===== src/rtl/glitc_program_ctrl_if.sv =====
// Wishbone slave bundle between the TISC register space and the GLITC sequencer.
// Latency: none (wires only).
// Backpressure: none; the slave acks every accepted strobe one cycle later.
//
// Signal names are taken from the slave's point of view:
//   cyc_i/stb_i/we_i, adr_i[3:0], dat_i[31:0], sel_i[3:0]  -> into the slave
//   dat_o[31:0], ack_o, err_o, rty_o                       <- out of the slave
interface glitc_program_ctrl_if;
    logic        cyc_i;
    logic        stb_i;
    logic        we_i;
    logic [3:0]  adr_i;
    logic [31:0] dat_i;
    logic [3:0]  sel_i;
    logic [31:0] dat_o;
    logic        ack_o;
    logic        err_o;
    logic        rty_o;

    modport slave (
        input  cyc_i, stb_i, we_i, adr_i, dat_i, sel_i,
        output dat_o, ack_o, err_o, rty_o
    );

    modport master (
        output cyc_i, stb_i, we_i, adr_i, dat_i, sel_i,
        input  dat_o, ack_o, err_o, rty_o
    );
endinterface


===== src/rtl/glitc_program_ctrl.sv =====
// Per-GLITC configuration sequencer: PROGRAM_B/INIT_B drive, INIT_B/DONE watch, gready flags.
// Latency: Wishbone ack one cycle after strobe; pad-to-FSM 2 sync cycles + 1 transition.
// Backpressure: none; back-to-back strobes are acked every other cycle.
//
// Ports: clk_i/rst_i (sync, active-high); wb = Wishbone slave (CTRL/STATUS at 0x0,
// STATE at 0x4); program_b_o/init_b_t_o drive the pads; init_b_i/done_i are async
// pad levels; gready_o[N]=1 means GLITC N is configured and usable on GLITCBUS.
module glitc_program_ctrl #(
    parameter int PROG_CYCLES      = 100,
    parameter int INIT_HOLD_CYCLES = 100,
    parameter int INIT_TIMEOUT     = 100000,
    parameter int LOAD_TIMEOUT     = 100000000
) (
    input  logic                clk_i,
    input  logic                rst_i,
    glitc_program_ctrl_if.slave wb,
    output logic [3:0]          program_b_o,
    output logic [3:0]          init_b_t_o,
    input  logic [3:0]          init_b_i,
    input  logic [3:0]          done_i,
    output logic [3:0]          gready_o
);

    localparam int MAX_A   = (PROG_CYCLES  > INIT_HOLD_CYCLES) ? PROG_CYCLES  : INIT_HOLD_CYCLES;
    localparam int MAX_B   = (INIT_TIMEOUT > LOAD_TIMEOUT)     ? INIT_TIMEOUT : LOAD_TIMEOUT;
    localparam int MAX_ALL = (MAX_A > MAX_B) ? MAX_A : MAX_B;
    localparam int CNT_W   = $clog2(MAX_ALL + 1);

    // Counters start at 0 on phase entry, so the last cycle of a phase is LIMIT-1.
    localparam logic [CNT_W-1:0] PROG_LAST = CNT_W'(PROG_CYCLES - 1);
    localparam logic [CNT_W-1:0] HOLD_LAST = CNT_W'(INIT_HOLD_CYCLES - 1);
    localparam logic [CNT_W-1:0] INIT_LAST = CNT_W'(INIT_TIMEOUT - 1);
    localparam logic [CNT_W-1:0] LOAD_LAST = CNT_W'(LOAD_TIMEOUT - 1);

    typedef enum logic [2:0] {
        ST_IDLE      = 3'd0,
        ST_PROG      = 3'd1,
        ST_INIT_HOLD = 3'd2,
        ST_WAIT_INIT = 3'd3,
        ST_LOADING   = 3'd4,
        ST_READY     = 3'd5,
        ST_ERROR     = 3'd6
    } state_t;

    state_t           state_q [4];
    state_t           state_d [4];
    logic [CNT_W-1:0] cnt_q   [4];
    logic [CNT_W-1:0] cnt_d   [4];
    logic [3:0]       err_q, err_d;

    logic [3:0] init_meta, init_sync;
    logic [3:0] done_meta, done_sync;

    logic        ack_q;
    logic [31:0] dat_q;
    logic [31:0] rdata;
    logic        req;
    logic [3:0]  start;
    logic [3:0]  busy;

    // Address/data bits that carry no register meaning.
    logic unused_bits;
    assign unused_bits = ^{wb.dat_i[31:4], wb.sel_i[3:1], wb.adr_i[1:0]};

    // A strobe held through its own ack cycle is not a new request.
    assign req   = wb.cyc_i & wb.stb_i & ~ack_q;
    assign start = (req && wb.we_i && (wb.adr_i[3:2] == 2'd0) && wb.sel_i[0]) ?
                   wb.dat_i[3:0] : 4'h0;

    always_comb begin
        for (int n = 0; n < 4; n++) begin
            state_d[n] = state_q[n];
            cnt_d[n]   = cnt_q[n];
            err_d[n]   = err_q[n];
            if (start[n]) begin
                state_d[n] = ST_PROG;
                cnt_d[n]   = '0;
                err_d[n]   = 1'b0;
            end else begin
                case (state_q[n])
                    ST_PROG: begin
                        if (cnt_q[n] == PROG_LAST) begin
                            state_d[n] = ST_INIT_HOLD;
                            cnt_d[n]   = '0;
                        end else begin
                            cnt_d[n] = cnt_q[n] + CNT_W'(1);
                        end
                    end
                    ST_INIT_HOLD: begin
                        if (cnt_q[n] == HOLD_LAST) begin
                            state_d[n] = ST_WAIT_INIT;
                            cnt_d[n]   = '0;
                        end else begin
                            cnt_d[n] = cnt_q[n] + CNT_W'(1);
                        end
                    end
                    // Pin success is tested before the timeout so it wins a tie.
                    ST_WAIT_INIT: begin
                        if (init_sync[n]) begin
                            state_d[n] = ST_LOADING;
                            cnt_d[n]   = '0;
                        end else if (cnt_q[n] == INIT_LAST) begin
                            state_d[n] = ST_ERROR;
                            cnt_d[n]   = '0;
                            err_d[n]   = 1'b1;
                        end else begin
                            cnt_d[n] = cnt_q[n] + CNT_W'(1);
                        end
                    end
                    ST_LOADING: begin
                        if (done_sync[n]) begin
                            state_d[n] = ST_READY;
                            cnt_d[n]   = '0;
                        end else if (cnt_q[n] == LOAD_LAST) begin
                            state_d[n] = ST_ERROR;
                            cnt_d[n]   = '0;
                            err_d[n]   = 1'b1;
                        end else begin
                            cnt_d[n] = cnt_q[n] + CNT_W'(1);
                        end
                    end
                    // DONE dropping means the GLITC was reconfigured or upset.
                    ST_READY: begin
                        if (!done_sync[n]) state_d[n] = ST_IDLE;
                    end
                    ST_IDLE, ST_ERROR: ;
                    default: state_d[n] = ST_IDLE;
                endcase
            end
        end
    end

    always_comb begin
        program_b_o = 4'hF;
        init_b_t_o  = 4'hF;
        gready_o    = 4'h0;
        busy        = 4'h0;
        for (int n = 0; n < 4; n++) begin
            program_b_o[n] = (state_q[n] != ST_PROG);
            init_b_t_o[n]  = (state_q[n] != ST_PROG) && (state_q[n] != ST_INIT_HOLD);
            gready_o[n]    = (state_q[n] == ST_READY);
            busy[n]        = (state_q[n] == ST_PROG)      || (state_q[n] == ST_INIT_HOLD) ||
                             (state_q[n] == ST_WAIT_INIT) || (state_q[n] == ST_LOADING);
        end
    end

    always_comb begin
        rdata = '0;
        case (wb.adr_i[3:2])
            2'd0: rdata = {12'h000, busy, err_q, init_sync, done_sync, gready_o};
            2'd1: begin
                for (int n = 0; n < 4; n++) rdata[4*n +: 3] = state_q[n];
            end
            default: rdata = '0;
        endcase
    end

    always_ff @(posedge clk_i) begin
        if (rst_i) begin
            for (int n = 0; n < 4; n++) begin
                state_q[n] <= ST_IDLE;
                cnt_q[n]   <= '0;
            end
            err_q     <= 4'h0;
            init_meta <= 4'h0;
            init_sync <= 4'h0;
            done_meta <= 4'h0;
            done_sync <= 4'h0;
            ack_q     <= 1'b0;
            dat_q     <= '0;
        end else begin
            for (int n = 0; n < 4; n++) begin
                state_q[n] <= state_d[n];
                cnt_q[n]   <= cnt_d[n];
            end
            err_q     <= err_d;
            init_meta <= init_b_i;
            init_sync <= init_meta;
            done_meta <= done_i;
            done_sync <= done_meta;
            ack_q     <= wb.cyc_i & wb.stb_i & ~ack_q;
            dat_q     <= req ? rdata : 32'h0;
        end
    end

    assign wb.ack_o = ack_q;
    assign wb.dat_o = dat_q;
    assign wb.err_o = 1'b0;
    assign wb.rty_o = 1'b0;

endmodule


===== src/flat_wrapper.sv =====
// flat-port wrapper written by rule: the top's interface ports become plain ports
module glitc_program_ctrl_flat 
#(
    parameter int PROG_CYCLES      = 100,
    parameter int INIT_HOLD_CYCLES = 100,
    parameter int INIT_TIMEOUT     = 100000,
    parameter int LOAD_TIMEOUT     = 100000000
)
  (clk_i, rst_i, program_b_o, init_b_t_o, init_b_i, done_i, gready_o, wb_cyc_i, wb_stb_i, wb_we_i, wb_adr_i, wb_dat_i, wb_sel_i, wb_dat_o, wb_ack_o, wb_err_o, wb_rty_o);
  glitc_program_ctrl_if wb_i ();
  input  logic clk_i;
  input  logic rst_i;
  output logic [3:0] program_b_o;
  output logic [3:0] init_b_t_o;
  input  logic [3:0] init_b_i;
  input  logic [3:0] done_i;
  output logic [3:0] gready_o;
  input wire logic [$bits(wb_i.cyc_i)-1:0] wb_cyc_i;
  input wire logic [$bits(wb_i.stb_i)-1:0] wb_stb_i;
  input wire logic [$bits(wb_i.we_i)-1:0] wb_we_i;
  input wire logic [$bits(wb_i.adr_i)-1:0] wb_adr_i;
  input wire logic [$bits(wb_i.dat_i)-1:0] wb_dat_i;
  input wire logic [$bits(wb_i.sel_i)-1:0] wb_sel_i;
  output wire logic [$bits(wb_i.dat_o)-1:0] wb_dat_o;
  output wire logic [$bits(wb_i.ack_o)-1:0] wb_ack_o;
  output wire logic [$bits(wb_i.err_o)-1:0] wb_err_o;
  output wire logic [$bits(wb_i.rty_o)-1:0] wb_rty_o;
  assign wb_i.cyc_i = wb_cyc_i;
  assign wb_i.stb_i = wb_stb_i;
  assign wb_i.we_i = wb_we_i;
  assign wb_i.adr_i = wb_adr_i;
  assign wb_i.dat_i = wb_dat_i;
  assign wb_i.sel_i = wb_sel_i;
  assign wb_dat_o = wb_i.dat_o;
  assign wb_ack_o = wb_i.ack_o;
  assign wb_err_o = wb_i.err_o;
  assign wb_rty_o = wb_i.rty_o;
  glitc_program_ctrl #(.PROG_CYCLES(PROG_CYCLES), .INIT_HOLD_CYCLES(INIT_HOLD_CYCLES), .INIT_TIMEOUT(INIT_TIMEOUT), .LOAD_TIMEOUT(LOAD_TIMEOUT)) u_core (.clk_i(clk_i), .rst_i(rst_i), .wb(wb_i), .program_b_o(program_b_o), .init_b_t_o(init_b_t_o), .init_b_i(init_b_i), .done_i(done_i), .gready_o(gready_o));
endmodule

===== config.mk =====
export PLATFORM = sky130hd
export DESIGN_NAME = glitc_program_ctrl_flat
export DESIGN_NICKNAME = d
export VERILOG_FILES = /design/src/rtl/glitc_program_ctrl_if.sv /design/src/rtl/glitc_program_ctrl.sv /design/src/flat_wrapper.sv
export SDC_FILE = /design/constraint.sdc
export NUM_CORES = 1
export LEC_CHECK = 0
export ABC_AREA = 0
export CAP_MARGIN = 25
export CORE_UTILIZATION = 25
export CTS_BUF_LIST = sky130_fd_sc_hd__clkbuf_16
export DETAILED_ROUTE_END_ITERATION = 10
export HOLD_SLACK_MARGIN = 0.06
export PLACE_DENSITY_LB_ADDON = 0.25
export SKIP_CTS_REPAIR_TIMING = 1
export SLEW_MARGIN = 30
export SYNTH_ARGS = -nofsm -noshare
export SYNTH_HDL_FRONTEND = slang
export SYNTH_SLANG_ARGS = --single-unit

===== constraint.sdc =====
create_clock -name clk_i -period 6 [get_ports clk_i]
set_clock_uncertainty 0.2 [all_clocks]
set_input_delay 1.2 -clock clk_i [delete_from_list [all_inputs] [get_ports clk_i]]
set_output_delay 1.2 -clock clk_i [all_outputs]
set_load 0.03 [all_outputs]

### Word level (Yosys, flattened, before mapping)

Memory sizes are Yosys's and may differ from the RTL's.
Cells that the tools add are included.

| storage, ports and cells | value |
|---|---|
| logic and storage cells | 237 |
| output and inout bits | 47 |
| flip-flop bits (word level) | 53 |
| input bits | 53 |
| memories kept | 2 |
| RAM bits | 120 |

Memory list:

| memory | depth | width | read ports | clocked after Yosys merged registers in | write ports | line | RTL |
|---|---|---|---|---|---|---|---|
| u_core.cnt_q | 4 | 27 | 4 | 0 | 4 | glitc_program_ctrl.sv:47 | `logic [CNT_W-1:0] cnt_q [4];` |
| u_core.state_q | 4 | 3 | 4 | 0 | 4 | glitc_program_ctrl.sv:45 | `state_t state_q [4];` |

| operators by class | value |
|---|---|
| bitwise gates (word level) | 13 |
| $add $sub $neg | 4 |
| mux-type cells | 100 |
| reductions and logical operators | 46 |
| equal/unequal tests | 61 |

Operators by type and width:

| cell | count |
|---|---|
| $mux 27 | 28 |
| $pmux 27 s3 | 4 |
| $add 27x1->27 const B | 4 |
| $eq 27x17->1 const B | 4 |
| $eq 27x27->1 const B | 4 |
| $eq 27x7->1 const B | 4 |
| $mux 3 | 36 |
| $pmux 3 s6 | 4 |
| $eq 3x3->1 const B | 12 |
| $reduce_or 2->1 | 13 |
| $eq 3x2->1 const B | 8 |
| $pmux 3 s2 | 4 |
| $reduce_and 5->1 | 4 |
| $mux 1 | 19 |
| $ne 2x1->1 const B | 8 |
| $ne 2x2->1 const B | 8 |
| $eq 3x1->1 const B | 4 |
| $logic_not 3->1 | 4 |
| $logic_or 1x1->1 | 12 |
| $ne 3x1->1 const B | 4 |
| $ne 3x2->1 const B | 4 |
| $or 1x1->1 | 8 |
| $pmux 1 s2 | 4 |
| $reduce_bool 2->1 | 4 |
| other kinds (7) | 16 |

### Logic depth before layout (Yosys ltp)

Gate-level depths: netlist (run 1).

| depth | value |
|---|---|
| depth in word-level cells | 8 |
| depth in mapped cells | 10 |
| depth with buffers taken out | 7 |

### Least setup slack after synthesis (run 1)

OpenSTA, ideal clock, no wires.

| timing path | value |
|---|---|
| kind | input to register |
| start | input port wb_adr_i[2] |
| end | memory u_core.cnt_q[0][53] in the netlist's numbering |
| path buffers | 1 |
| data required time | 5.684 ns |
| library setup time | 0.116 ns |
| setup slack | 2.835 ns |
| arrival time | 2.849 ns |
| stages on the path | 7 |
| path through | nor4bb_1 > a31oi_1 > o311a_1 > a211oi_1 > buf_2 > o31ai_1 > a31o_2 |

RTL lines:

| element | line | RTL |
|---|---|---|
| start, declared | flat_wrapper.sv:21 | `input wire logic [$bits(wb_i.adr_i)-1:0] wb_adr_i;` |
| end, declared | glitc_program_ctrl.sv:47 |  |

==> flow_summary.toml, run 1 <==
[logic_synthesis]
synth_top_cell_area_share = 0.3585
yosys.area.top_type = "dfxtp_1"
synth-edff-count = 0
yosys_warnings = 0
postSynthAreaPerCell_um2 = 8.210
yosysSeqAreaShare = 0.3585
netlist_top_cells_count = "dfxtp_1, nand2_1, nor2_1"
synth-main-ff-cell = "dfxtp_1"
synth.distinct_cells = 88
synth_most_common_cell = "dfxtp_1"
synthTopCellsByArea = "dfxtp_1, nand2_1, xor2_1, nor2_1, nor3_1"
synthCells = 1095
syn_area_um2 = 8990
async_flop_share = 0
ys_ff_latch = 161

[power]
leakagePower_uw = 0.003337
vdd_ir_drop_max_mv = 0.1903
powerDensity_nw_per_um2 = 234.2

[layout]
drive_above_1_share = 0.07883
postLayoutCellArea_um2 = 10540
final_nets = 1174
insertedDiodeCount = 0
synthToLayoutAreaGrowth_pct = 17.27

[die]
die-area_um2 = 36720
die_w_um = 191.6
die_h_um = 191.6
num_io_pins = 100
rows = 69
initial_core_util = 0.2534
core_area_um2 = 35480

[clock_tree]
cts_buffer_depth = 2
clk_pin_slew_ns = 0.06
cts.sinks = 161
cts_tree = "done"
root_buffer = "clkbuf_16"
cts_buffers = 17
htreeDepth = 4
insertion_delay_ns = 0.43

[worst_setup_path]
slowest_stage = "clkdlybuf4s50_1"
slowest_delay_ns = 0.74
crit_fanout = 18
cp_num_buf_inv = 2
crit_chain = "inv_1 > nor3_1 > clkdlybuf4s50_1"
cp.arrival_ns = 2.69
required_ns = 4.60
path_class = "flip-flop to output port"
cp_top_family = "buffers and inverters"
end_kind = "output port"
crit_path_start_kind = "flip-flop"

[timing]
rsz0062_at_grt = "false"
hold_violations = 0
max_slew_margin = 0.3197
fmax_ghz = 0.2447
finalSetupTns_ns = 0
finalCritPeriodShare = 0.6811
period_minus_slack_ns = 4.087
slew_viol_final = 0
worst_pin_slew_ns = 1.017
finalSetupViolCount = 0

[detailed_routing]
dr.first_iter.drc_count = 649
via_per_inst = 5.150
routed_wl_um = 25570
drc = 0
ant_nets = 0
vias = 8189
wire_per_inst_um = 16.08
drt-pass1-iter-count = 6

[global_routing]
grt_use_total = 0.1419
grt_first_pass_wirelength_um = 41210
grt_max_degree = 30
grt_pass1_vias = 7473
antenna_found_initial = 1
grt_remaining_overflow = 0

[run]
maxCapViolCount = 0

[status]
status = "complete, no violations"

[placement]
gp_congestion = 0.8487
dp_hpwl_um = 18060
port_buffers = 52
place_area_um2 = 9849

[hold_path]
hold_class = "flip-flop to flip-flop"
-- state kept, by name (all words and copies together), names as in the netlist --
register / cells
u_core.init_meta: 4
u_core.init_sync: 4
u_core.done_sync: 4
u_core.err_q: 4
u_core.done_meta: 4
u_core.state_q: 12
u_core.wb.dat_o: 20
u_core.wb.ack_o: 1
u_core.cnt_q: 108
-- metrics by stage --
| step | setup WS [ns] | power [uW] | util | cells | hold WS [ns] |
|---|---|---|---|---|---|
| after floorplan | 2.835 | 1167 | - | 1108 | 0.2138 |
| after global placement | 1.731 | 1194 | 0.2774 | 1559 | 0.2223 |
| after detailed placement | 1.706 | 1194 | 0.2776 | 1559 | 0.2252 |
| after CTS | 1.787 | 2511 | 0.2969 | 1590 | 0.2418 |
| after global routing | 1.762 | 2550 | 0.2971 | 1590 | 0.2522 |
| final | 1.913 | 2469 | 0.2971 | 1590 | 0.2382 |
-- cells in the final DEF, fill, tap and decap left out, types with 7 or more instances in the layout --
| cell | netlist | layout |
|---|---|---|
| a31oi_1 | 16 | 16 |
| or3_1 | 19 | 19 |
| nor3_1 | 63 | 63 |
| nor2b_1 | 29 | 29 |
| and4_1 | 15 | 15 |
| nand3_1 | 50 | 50 |
| clkdlybuf4s50_1 | 0 | 52 |
| clkbuf_16 | 0 | 17 |
| a41oi_1 | 9 | 9 |
| nand4_1 | 45 | 45 |
| a22o_1 | 7 | 7 |
| or2_2 | 7 | 7 |
| and3_1 | 18 | 18 |
| and2_1 | 20 | 20 |
| xnor2_1 | 22 | 22 |
| or4_1 | 9 | 9 |
| o31ai_1 | 13 | 13 |
| o22ai_1 | 10 | 10 |
| conb_1 | 1 | 14 |
| a311oi_1 | 11 | 11 |
| inv_1 | 19 | 19 |
| a21oi_1 | 35 | 35 |
| nor4_1 | 17 | 15 |
| nor2_1 | 87 | 87 |
| o21a_1 | 8 | 8 |
| a32oi_1 | 10 | 10 |
| nand2b_1 | 8 | 8 |
| nand2_1 | 112 | 112 |
| buf_4 | 16 | 14 |
| xor2_1 | 38 | 38 |
| a211oi_1 | 9 | 9 |
| o21ai_1 | 7 | 7 |
| bufinv_16 | 0 | 7 |
| dfxtp_1 | 161 | 161 |
| o21ai_0 | 29 | 29 |
-- per-layer routing --
layer,vias to the layer above,global-route usage,wire length (um)
met4,0,0.04487,449
met5,-,0,0
met2,161,0.2203,11530
met1,3906,0.1970,12670
met3,23,0.02631,921
li1,4099,-,-
-- final cells by class --
cell class                 instances  area, um^2
fill                            3782       24940
multi-input combinational        852        5359
sequential                       161        3223
timing repair buffer              66       625.6
tap                              461       576.8
clock buffer                      17       425.4
clock inverter                    14       261.5
inverter                          19       71.32
-- kinds of logic (layout without fill, tap and decap cells) --
| family | count (synthesis) | count (layout) | share of synthesized area |
|---|---|---|---|
| AND/OR/NAND/NOR | 542 | 542 | 0.3314 |
| AO/OA/AOI/OAI | 228 | 228 | 0.1875 |
| flip-flops | 161 | 161 | 0.3585 |
| buffers and inverters | 95 | 116 | 0.05372 |
| XOR/XNOR | 60 | 60 | 0.05845 |
| adder cells (fa/ha/maj) | 4 | 4 | 0.005567 |
| multiplexers | 4 | 4 | 0.004454 |
| other | 1 | 14 | 0.0004171 |
-- worst reg2reg max path: stages (launching register included) --
cell,delay (ns)
dfxtp_1,0.35
or4_4,0.57
or4b_4,0.61
o22ai_2,0.13
nand3_2,0.42
a21oi_1,0.83
o21ai_0,0.19
-- where the power goes --
part | internal, uW | switching, uW
clock | 822 | 478
combinational | 28.8 | 56.7
sequential | 1080 | 7.61
-- worst paths after layout --
check,cells past startpoint,from,end,slack (ns)
max,3,u_core.state_q[0][11],gready_o[3],1.91
max reg2reg,6,u_core.cnt_q[0][13],u_core.cnt_q[0][24],2.55
min reg2reg,1,u_core.init_meta[3],u_core.init_sync[3],0.24
min,1,u_core.init_meta[3],u_core.init_sync[3],0.24
Note: power is estimated with default switching activity, not from simulation.
==> run 2: changes to the inputs <==
clock period = 3.95 ns   (was 6 ns; I/O delays follow)
==> run 2 against run 1 <==
Net effect:
- wire length about the same
- utilization barely moved
- critical endpoint is now init_b_t_o[3]
- register-to-register slack worse by 1.8 ns
- worst setup slack got worse by 1.5 ns
- first-iteration DRC count down 11%
- via count barely moved
- largest cell class unchanged
- clock power up 35%
- critical path depth unchanged
- die area stayed put
- global-route usage increased by 0.36 points
==> flow_summary.toml, run 2 (same netlist as run 1, synthesis figures left out) <==
[status]
status = "complete, no violations"

[clock_tree]
cts_buffers = 17
cts.sinks = 161
clk_pin_slew_ns = 0.07
insertion_delay_ns = 0.44
cts_tree = "done"
htreeDepth = 4
cts_buffer_depth = 2
root_buffer = "clkbuf_16"

[layout]
drive_above_1_share = 0.09099
top_register = "u_core.cnt_q"
largest_reg_flops = 108
multi_input_comb_area_um2 = 5345
final_cell_mix = "dfxtp_1, nand2_1, nor2_1"
insertedDiodeCount = 0
fin_util = 0.2972
fillCellCount = 3754
final_cells = 1604
final_common_cell = "dfxtp_1"
register_area_um2 = 3223
final_nets = 1187
synthToLayoutAreaGrowth_pct = 17.30

[global_routing]
grt_remaining_overflow = 0
antenna_found_initial = 0
grt_max_degree = 24
grt_use_total = 0.1455
grt_first_pass_wirelength_um = 42460
grt_pass1_vias = 7802

[detailed_routing]
drt-pass1-iter-count = 7
drc = 0
vias = 8191
routed_wl_um = 25570
wl_met2_um = 11420
wire_per_inst_um = 15.94
route.met3.wl_um = 910
dr.first_iter.drc_count = 579
met1Wirelength_um = 12750
dr.max_layer_used = "met4"
ant_nets = 0
via_per_inst = 5.107

[worst_setup_path]
crit_fanout = 23
end_kind = "output port"
crit_path_start_kind = "flip-flop"
required_ns = 2.96
path_class = "flip-flop to output port"
cp.arrival_ns = 2.50

[placement]
gp_congestion = 0.8888
port_buffers = 52
dp_hpwl_um = 18400
dpl.cell_count = 1571

[power]
p_seq_frac = 0.466
switching_share = 0.2390
p_switching_uw = 843.2
clkPwrFrac = 0.495
comb_power_share = 0.038
vdd_ir_drop_max_mv = 0.2935
leakagePower_uw = 0.003360
powerDensity_nw_per_um2 = 334.5
p_int_uw = 2684

[timing]
slew_viol_final = 0
period_minus_slack_ns = 3.494
rsz0062_at_grt = "false"
finalSetupViolCount = 0
worst_pin_slew_ns = 0.9698
fmax_ghz = 0.2862
finalSetupTns_ns = 0
hold_violations = 0
finalCritPeriodShare = 0.8844
hold_ws_ns = 0.2359
max_slew_margin = 0.3475

[die]
die_w_um = 191.6
die-area_um2 = 36720
initial_core_util = 0.2534
core_area_um2 = 35480
rows = 69
die_h_um = 191.6
num_io_pins = 100

[run]
maxCapViolCount = 0

[hold_path]
hold_class = "flip-flop to flip-flop"
==> run 2: layout make-up <==
class                   instances  share of cell area
clock inverters                15             0.01709
clock buffers                  17             0.04034
inverters                      19            0.006763
multi-input cells             852              0.5069
repair buffers                 79             0.06858
flip-flops and latches        161              0.3056
well taps                     461             0.05470
==> run 2: path summary, 6_finish.rpt <==
| path | from | endpoint | slack (ns) | cells past startpoint |
|---|---|---|---|---|
| worst max register to register | u_core.cnt_q[0][28] | u_core.cnt_q[0][49] | 0.73 | 7 |
| worst min register to register | u_core.done_meta[1] | u_core.done_sync[1] | 0.24 | 1 |
| worst max-delay path | u_core.state_q[0][10] | init_b_t_o[3] | 0.46 | 3 |
| worst min-delay path | u_core.done_meta[1] | u_core.done_sync[1] | 0.24 | 1 |
==> run 2: layer usage <==
metal,GRT usage,up-vias
met5,0,-
met4,0.05037,0
met3,0.02759,27
met2,0.2256,169
met1,0.2001,3887
li1,-,4108
==> run 2: power groups by stage <==
stage,Combinational [uW],Clock (uW),Sequential [uW]
after detailed placement,136,0,1680
after floorplan,92.8,0,1680
after global placement,136,0,1680
final,135,1750,1640
after global routing,147,1880,1650
after CTS,136,1800,1640
==> run 2: critical path, stage by stage (launching register included) <==
cell             delay [ns]
dfxtp_1                0.84
xnor2_1                0.22
or2_2                  0.40
clkdlybuf4s50_1        0.62
==> run 2: stage by stage <==
| stage | cell area (um^2) | worst slack [ns] | total power (uW) |
|---|---|---|---|
| final | 10550 | 0.4565 | 3528 |
| after global routing | 10550 | 0.3311 | 3676 |
| after CTS | 10540 | 0.4684 | 3585 |
| after detailed placement | 9932 | 0.6673 | 1818 |
| after global placement | 9932 | 0.6652 | 1818 |
| after floorplan | 9039 | 1.195 | 1772 |
==> run 3: changes to the inputs <==
CTS_CLUSTER_DIAMETER = 60   (was not set)
==> results of run 3 <==
Final layout, timing and power as in run 2 (identical DEF).
